File: src/rtl/mac_operand_feeder.sv
// mac_operand_feeder
//   Source side of the MAC operand interface for one column of ROWS cells.
//   Loads a weight vector (single-cycle WEn to every row), then streams
//   num_vec activation vectors with systolic skew: lane r sees its operand
//   r cycles after lane 0. Every output comes straight from a flop or from
//   the state/counter flops, so there is no path from in_* to an output.
//
//   Optional build macro FEEDER_STALL_CNT_EN adds output stall_cnt: the
//   number of STREAM cycles with in_valid low. It clears on an accepted
//   start, saturates at all ones and holds after the job ends.
//
//   state    | meaning
//   ---------+-----------------------------------------------------------
//   S_IDLE   | waiting for start; in_ready low
//   S_LOAD_W | waiting for the weight beat; in_ready high
//   S_STREAM | accepting activation beats until num_vec have been taken
//   S_FLUSH  | ROWS-1 cycles of bubbles so the last lane drains
//   S_DONE   | final cycle of the job; done pulses on the following cycle

module mac_operand_feeder #(
    parameter int ROWS   = 4,
    parameter int DATA_W = 8,
    parameter int CNT_W  = 16
) (
    input  logic                   clk,
    input  logic                   rst,
    input  logic                   start,
    input  logic [CNT_W-1:0]       num_vec,
    input  logic                   in_valid,
    output logic                   in_ready,
    input  logic [ROWS*DATA_W-1:0] in_fm,
    input  logic [ROWS*DATA_W-1:0] in_wm,
    output logic [ROWS*DATA_W-1:0] fm_out,
    output logic [ROWS-1:0]        fm_vld,
    output logic [ROWS*DATA_W-1:0] wm_out,
    output logic [ROWS-1:0]        wen_out,
    output logic                   busy,
    output logic                   done
`ifdef FEEDER_STALL_CNT_EN
    ,
    output logic [CNT_W-1:0]       stall_cnt
`endif
);

    // Flush length is ROWS-1; keep the counter at least one bit wide.
    localparam int FL_W = (ROWS > 1) ? $clog2(ROWS) : 1;

    typedef enum logic [2:0] {
        S_IDLE,
        S_LOAD_W,
        S_STREAM,
        S_FLUSH,
        S_DONE
    } state_t;

    state_t                  state_q, state_d;
    logic [CNT_W-1:0]        num_vec_q, num_vec_d;
    logic [CNT_W-1:0]        vec_cnt_q, vec_cnt_d;
    logic [FL_W-1:0]         flush_cnt_q, flush_cnt_d;
    logic [ROWS*DATA_W-1:0]  wm_q, wm_d;
    logic [ROWS-1:0]         wen_q, wen_d;
    logic                    done_q, done_d;
    logic                    fm_take;

    // Next-state, counters, weight capture and handshake.
    always_comb begin
        state_d     = state_q;
        num_vec_d   = num_vec_q;
        vec_cnt_d   = vec_cnt_q;
        flush_cnt_d = flush_cnt_q;
        wm_d        = wm_q;
        wen_d       = '0;
        done_d      = 1'b0;
        in_ready    = 1'b0;

        case (state_q)
            S_IDLE: begin
                if (start) begin
                    if (num_vec != '0) begin
                        num_vec_d = num_vec;
                        vec_cnt_d = '0;
                        state_d   = S_LOAD_W;
                    end else begin
                        done_d = 1'b1;
                    end
                end
            end
            S_LOAD_W: begin
                in_ready = 1'b1;
                if (in_valid) begin
                    wm_d    = in_wm;
                    wen_d   = '1;
                    state_d = S_STREAM;
                end
            end
            S_STREAM: begin
                in_ready = (vec_cnt_q < num_vec_q);
                if (in_valid && in_ready) begin
                    vec_cnt_d = vec_cnt_q + CNT_W'(1);
                    if (vec_cnt_q == num_vec_q - CNT_W'(1)) begin
                        if (ROWS == 1) begin
                            state_d = S_DONE;
                        end else begin
                            flush_cnt_d = FL_W'(ROWS - 1);
                            state_d     = S_FLUSH;
                        end
                    end
                end
            end
            S_FLUSH: begin
                flush_cnt_d = flush_cnt_q - FL_W'(1);
                if (flush_cnt_q == FL_W'(1)) begin
                    state_d = S_DONE;
                end
            end
            S_DONE: begin
                done_d  = 1'b1;
                state_d = S_IDLE;
            end
            default: begin
                state_d = S_IDLE;
            end
        endcase
    end

    // Control and weight registers.
    always_ff @(posedge clk or negedge rst) begin
        if (!rst) begin
            state_q     <= S_IDLE;
            num_vec_q   <= '0;
            vec_cnt_q   <= '0;
            flush_cnt_q <= '0;
            wm_q        <= '0;
            wen_q       <= '0;
            done_q      <= 1'b0;
        end else begin
            state_q     <= state_d;
            num_vec_q   <= num_vec_d;
            vec_cnt_q   <= vec_cnt_d;
            flush_cnt_q <= flush_cnt_d;
            wm_q        <= wm_d;
            wen_q       <= wen_d;
            done_q      <= done_d;
        end
    end

    assign fm_take = (state_q == S_STREAM) && in_valid && in_ready;
    assign busy    = (state_q != S_IDLE);
    assign done    = done_q;
    assign wm_out  = wm_q;
    assign wen_out = wen_q;

    // Per-lane skew pipes: lane r holds r+1 stages of {vld, data}; a cycle
    // without a transfer pushes a zero bubble.
    for (genvar r = 0; r < ROWS; r++) begin : g_lane
        logic [DATA_W:0] stg_q [0:r];
        logic [DATA_W:0] stg_d [0:r];

        // Stage 0 takes the accepted lane operand, later stages shift.
        always_comb begin
            stg_d[0] = {fm_take, in_fm[r*DATA_W +: DATA_W] & {DATA_W{fm_take}}};
            for (int s = 1; s <= r; s++) begin
                stg_d[s] = stg_q[s-1];
            end
        end

        // Skew stage registers, free-running.
        always_ff @(posedge clk or negedge rst) begin
            if (!rst) begin
                for (int s = 0; s <= r; s++) begin
                    stg_q[s] <= '0;
                end
            end else begin
                for (int s = 0; s <= r; s++) begin
                    stg_q[s] <= stg_d[s];
                end
            end
        end

        assign fm_out[r*DATA_W +: DATA_W] = stg_q[r][DATA_W-1:0];
        assign fm_vld[r]                  = stg_q[r][DATA_W];
    end

`ifdef FEEDER_STALL_CNT_EN
    logic [CNT_W-1:0] stall_q, stall_d;

    // Count starved STREAM cycles; cleared by an accepted start, saturating.
    always_comb begin
        stall_d = stall_q;
        if (state_q == S_IDLE && start) begin
            stall_d = '0;
        end else if (state_q == S_STREAM && !in_valid && stall_q != {CNT_W{1'b1}}) begin
            stall_d = stall_q + CNT_W'(1);
        end
    end

    // Stall counter register.
    always_ff @(posedge clk or negedge rst) begin
        if (!rst) begin
            stall_q <= '0;
        end else begin
            stall_q <= stall_d;
        end
    end

    assign stall_cnt = stall_q;
`endif

endmodule

File: config.mk
export PLATFORM = sky130hd
export DESIGN_NAME = mac_operand_feeder
export DESIGN_NICKNAME = d
export VERILOG_FILES = /design/src/rtl/mac_operand_feeder.sv
export SDC_FILE = /design/constraint.sdc
export NUM_CORES = 1
export LEC_CHECK = 0
export ABC_AREA = 1
export CAP_MARGIN = 10
export CORE_ASPECT_RATIO = 1.4
export CORE_MARGIN = 1.5
export CORE_UTILIZATION = 25
export DETAILED_ROUTE_END_ITERATION = 10
export SYNTH_ARGS = -nofsm -noshare
export SYNTH_HDL_FRONTEND = slang
export SYNTH_SLANG_ARGS = --single-unit
File: constraint.sdc
create_clock -name clk -period 1.9 [get_ports clk]
set_input_delay 0.285 -clock clk [delete_from_list [all_inputs] [get_ports clk]]
set_output_delay 0.285 -clock clk [all_outputs]
set_load 0.005 [all_outputs]
======== Word level (Yosys, flattened, before mapping) ========
Cells that the tools add are included.
word-level totals
  bits in registers ....................... 164
  input bits .............................. 84
operators by class
  add/sub/neg operators ................... 3
  $lt $le $gt $ge ......................... 1
  eq/ne operators ......................... 12
  multiplexer cells ....................... 20
  bitwise gates (word level) .............. 4
  reduce and logical (&&, ||, !) cells .... 13
operators by type and width
  cell                                                                   number
  16-bit two-way mux                                                     3
  8-bit bitwise AND                                                      4
  16-bit one-hot mux with 2 select lines                                 1
  3-bit two-way mux                                                      6
  16-bit by 1-bit adder with 16-bit output, second input constant        1
  16-bit equality test                                                   1
  16-bit less-than comparator                                            1
  16-bit nonzero test                                                    1
  16-bit by 1-bit subtractor with 16-bit output, second input constant   1
  2-bit != test, second input constant                                   6
  3-bit one-hot mux with 4 select lines                                  1
  4-bit two-way mux                                                      2
  3-bit by 2-bit equality test with 1-bit output, second input constant  2
  3-bit AND reduction                                                    2
  6-bit AND reduction                                                    1
  2-bit two-way mux                                                      2
  1-bit one-hot mux with 2 select lines                                  2
  2-bit one-hot mux with 2 select lines                                  1
  4-bit AND reduction                                                    1
  2-bit nonzero test                                                     2
  3-bit by 1-bit equality test with 1-bit output, second input constant  1
  3-bit equality test, second input constant                             1
  1-bit logical AND                                                      3
  3-bit zero test                                                        1
  other kinds (5)                                                        6

======== Depth between registers and ports, before layout ========
  depth in word-level cells ............... 5
  depth in mapped cells ................... 16
  gate-level depth less buffers ........... 16

======== Worst setup path after synthesis ========
No wires, ideal clock.
  kind .................................... register -> register
  start ................................... register num_vec_q[7]
  end ..................................... register vec_cnt_q[15]
  library setup time ...................... 0.117 ns
  arrival time ............................ 1.863 ns
  path slack .............................. -0.080 ns
  cell stages (with the launch flop) ...... 14
  buffers on the path ..................... 1
  cell sequence ........................... dfrtp_1 inv_1 ha_1 a21oi_1 o21ai_0 o21ai_0 nand2_1 nor2_1 nand2_1 nand2_1 buf_4 inv_1 nand2_1 nand2_1
on the way
  cells in the longest elaborated chain, start to end .. 4
ends and longest elaborated chain
  element                        line  source
  start, declared                57    logic [CNT_W-1:0] num_vec_q, num_vec_d;
  start signal, assigned         138   num_vec_q <= num_vec_d;
  16-bit less-than comparator    97    in_ready = (vec_cnt_q < num_vec_q);
  1-bit logical AND              98    if (in_valid && in_ready) begin
  2-bit != test (no line)        --
  4-bit AND reduction (no line)  --
  end signal, assigned           139   vec_cnt_q <= vec_cnt_d;
  end, declared                  58    logic [CNT_W-1:0] vec_cnt_q, vec_cnt_d;
No other way between the ends.
A chain may end at the register's enable or synchronous reset.

======== Worst setup path in the final report ========
  start ................................... register vec_cnt_q[1]
  end ..................................... output in_ready
on the way
  cells in the longest elaborated chain, start to end .. 2
ends and longest elaborated chain
  element                                line  source
  16-bit less-than comparator            97
  1-bit one-hot mux with 2 select lines  76    case (state_q)
  end, declared                          30    output logic in_ready,
No other way between the ends.

==> results.ini <==
[floorplanning]
rows=70
core_area_um2=26400
die_h_um=197
die-area_um2=28000
die_w_um=142
start_util_pct=25.6
ios=159

[cts]
h-tree-depth=4
clockBufferDepth=2
numCtsBuffers=17
cts.sinks=155
insertion_delay_ns=0.42
clk_pin_slew_ns=0.07
cts-root-buf=clkbuf_16
cts_tree=built

[critical_path]
worst_path_most_repeated_cell=o21ai_2
crit_chain=ha_4, inv_2, o21bai_1, nand3_1, a21oi_2, o21ai_2, nand2_2, o21ai_2, buf_2
critPathLaunchType=register
crit_slowest_cell=dfrtp_1
slowest_delay_ns=0.41
cp-end-kind=output pin
cp.required_ns=1.62
arrival_ns=1.89
crit_fanout=2
worstSetupPathType=reg -> out

[grt]
grt_pass1_wl_um=28600
grt_usage_pct=13.3
grt-ovfl-total=0
grt_max_degree=54
antenna_found_initial=0
grt_pass1_vias=5632

[logic_synthesis]
ys_warn_count=0
synth_seq_area_share_pct=57.5
ys_types=32
synth.area.top_cells=dfrtp_1 58%, nand2_1 6.2%, inv_1 5.5%
synthesis.area_um2=6740
synth.top_cell.area_share_pct=57.5
async_reset_ff_share_pct=100
ys_seq_elements=155
syn-num-nets=788
synth_most_common_cell=dfrtp_1
syn_inst=685
yosys_most_used_dff=dfrtp_1
avgSynthCellArea_um2=9.84
synthTopCellsByCount=155 x dfrtp_1, 112 x nand2_1, 99 x inv_1
synth_area_leader_cell=dfrtp_1
synth_edf_count=0

[layout]
n_antenna_cell=0
nFillCells=2469
postLayoutCoreUtil_pct=40.9
area_growth_syn_to_layout_pct=60.0
nNetsFinal=1045
drive_gt1_share_pct=30.9

[drt]
drc_errors=0
post_drt_wl_per_cell_um=14.0
routed_wl_um=18400
drt-initial-drc-count=238
viasPerCell=4.17
drt_pre_antenna_iters=4
antenna_left=0
num_vias=5480

[placement]
place.gp.congestion=0.855
detailedPlacementHpwl_um=12900
port_buffers=158

[job]
maxCapViolations=0

[sta]
slew_headroom_pct=66.3
min_period_over_period_pct=114
timing.final.ws_setup_ns=-0.273
fin_crit_ns=2.17
whs_ns=0.342
setup_violations=55
finalSetupTns_ns=-5.68
rsz0062_at_grt=true
hold_viol_final=0
max_freq_mhz=460
final_max_slew_viol_count=0
skew_ns=0.00836
worst_pin_slew_ns=0.506

[run_status]
status=finished, violations left
violations=negative setup slack

[power]
leakagePower_nw=5.15
p_per_area_nw_per_um2=1300
peakVddDrop_v=0.000654

[min_path]
min_path_type=reg -> reg

worst max-delay path, delay by kind of cell, from the launching register on:
family                   cells  cell delay, ns
AO/OA/AOI/OAI                4            0.41
flip-flops                   1            0.41
adder cells (fa/ha/maj)      1            0.28
AND/OR/NAND/NOR              2            0.19
buffers and inverters        2            0.16
repair_timing:
item | in CTS | in global routing
hold buffers | 1 | 0
pin swaps | 30 | 33
buffers inserted | 16 | 5
setup endpoints to repair | 56 | 57
hold endpoints to repair | 50 | 0
cloned | 7 | 0
gates resized for setup | 123 | 42
state kept, by name (all words and copies together) (netlist names):
name / cells
g_lane.stg_q: 9
done: 1
num_vec_q: 16
vec_cnt_q: 16
wen_out: 1
state_q: 3
wm_out: 32
fm_vld: 3
g_lane.stg_d: 48
flush_cnt_q: 2
fm_out: 24
layer usage:
| metal | global-route usage [%] | vias up | part of all wire (%) |
|---|---|---|---|
| met4 | 6.30 | 0 | 3.4 |
| met1 | 14.1 | 2610 | 37 |
| met5 | 0 | - | 0 |
| li1 | - | 2689 | - |
| met2 | 25.0 | 147 | 55 |
| met3 | 2.42 | 34 | 3.9 |
cells in the final DEF, fill, tap and decap left out, drive strengths merged:
cell	synthesis	layout
clkdlybuf4s50	0	155
clkinv	0	6
nand3b	5	5
clkbuf	7	17
nor3	7	7
inv	101	109
nand3	38	38
xor2	15	15
dlygate4sd2	0	1
a21oi	20	20
or2	1	1
dlygate4sd3	0	1
o21bai	1	1
nand4	15	15
o22ai	1	1
nor4	6	6
nor2	94	94
dfrtp	155	155
xnor2	8	8
buf	13	101
bufinv	0	1
a211oi	1	1
ha	19	19
nand2	120	120
mux2	32	32
o21ai	26	26
layout make-up:
class                      instances  area [µm²]  area share (%)
multi-input combinational        409        2900            26.9
inverter                         101         379            3.51
clock inverter                    15         151            1.40
clock buffer                      17         425            3.94
sequential                       155        3880            36.0
tap                              360         450            4.18
timing repair buffer             258        2600            24.1
per-stage QoR:
| stage | total power, mW | setup WS, ns | cells | area [µm²] |
|---|---|---|---|---|
| floorplan | 6.95 | 0.0116 | 685 | 6750 |
| global placement | 9.42 | -0.364 | 1264 | 9340 |
| detailed placement | 9.50 | -0.429 | 1264 | 9340 |
| CTS | 13.9 | -0.401 | 1312 | 10600 |
| global route | 14.9 | -0.354 | 1315 | 10800 |
| finish | 14.0 | -0.273 | 1315 | 10800 |
cell families after synthesis:
kind of cell,synth area share (%)
buffers and inverters,7.26
flip-flops,57.5
AND/OR/NAND/NOR,19.6
AO/OA/AOI/OAI,3.73
adder cells (fa/ha/maj),3.53
XOR/XNOR,2.99
multiplexers,5.34
worst paths after layout:
path,slack (ns),end,start,cells after the start
setup reg to reg,-0.19,vec_cnt_q[12],vec_cnt_q[1],14
hold / removal,0.34,fm_out[14],g_lane[1].stg_d[6],0
setup / recovery,-0.27,in_ready,vec_cnt_q[1],9
max in group asynchronous,0.91,g_lane[2].stg_d[1],rst,3
hold reg to reg,0.34,fm_out[14],g_lane[1].stg_d[6],0
min in group asynchronous,0.39,g_lane[0].stg_q[8],rst,2
report_power, final:
| group | internal, mW | switching, mW | total (mW) |
|---|---|---|---|
| logic | 3.25 | 2.89 | 6.14 |
| registers | 4.14 | 0.370 | 4.51 |
| clock network | 1.85 | 1.51 | 3.36 |
| total | 9.25 | 4.77 | 14.0 |
Note: power is estimated with default switching activity, not from simulation.
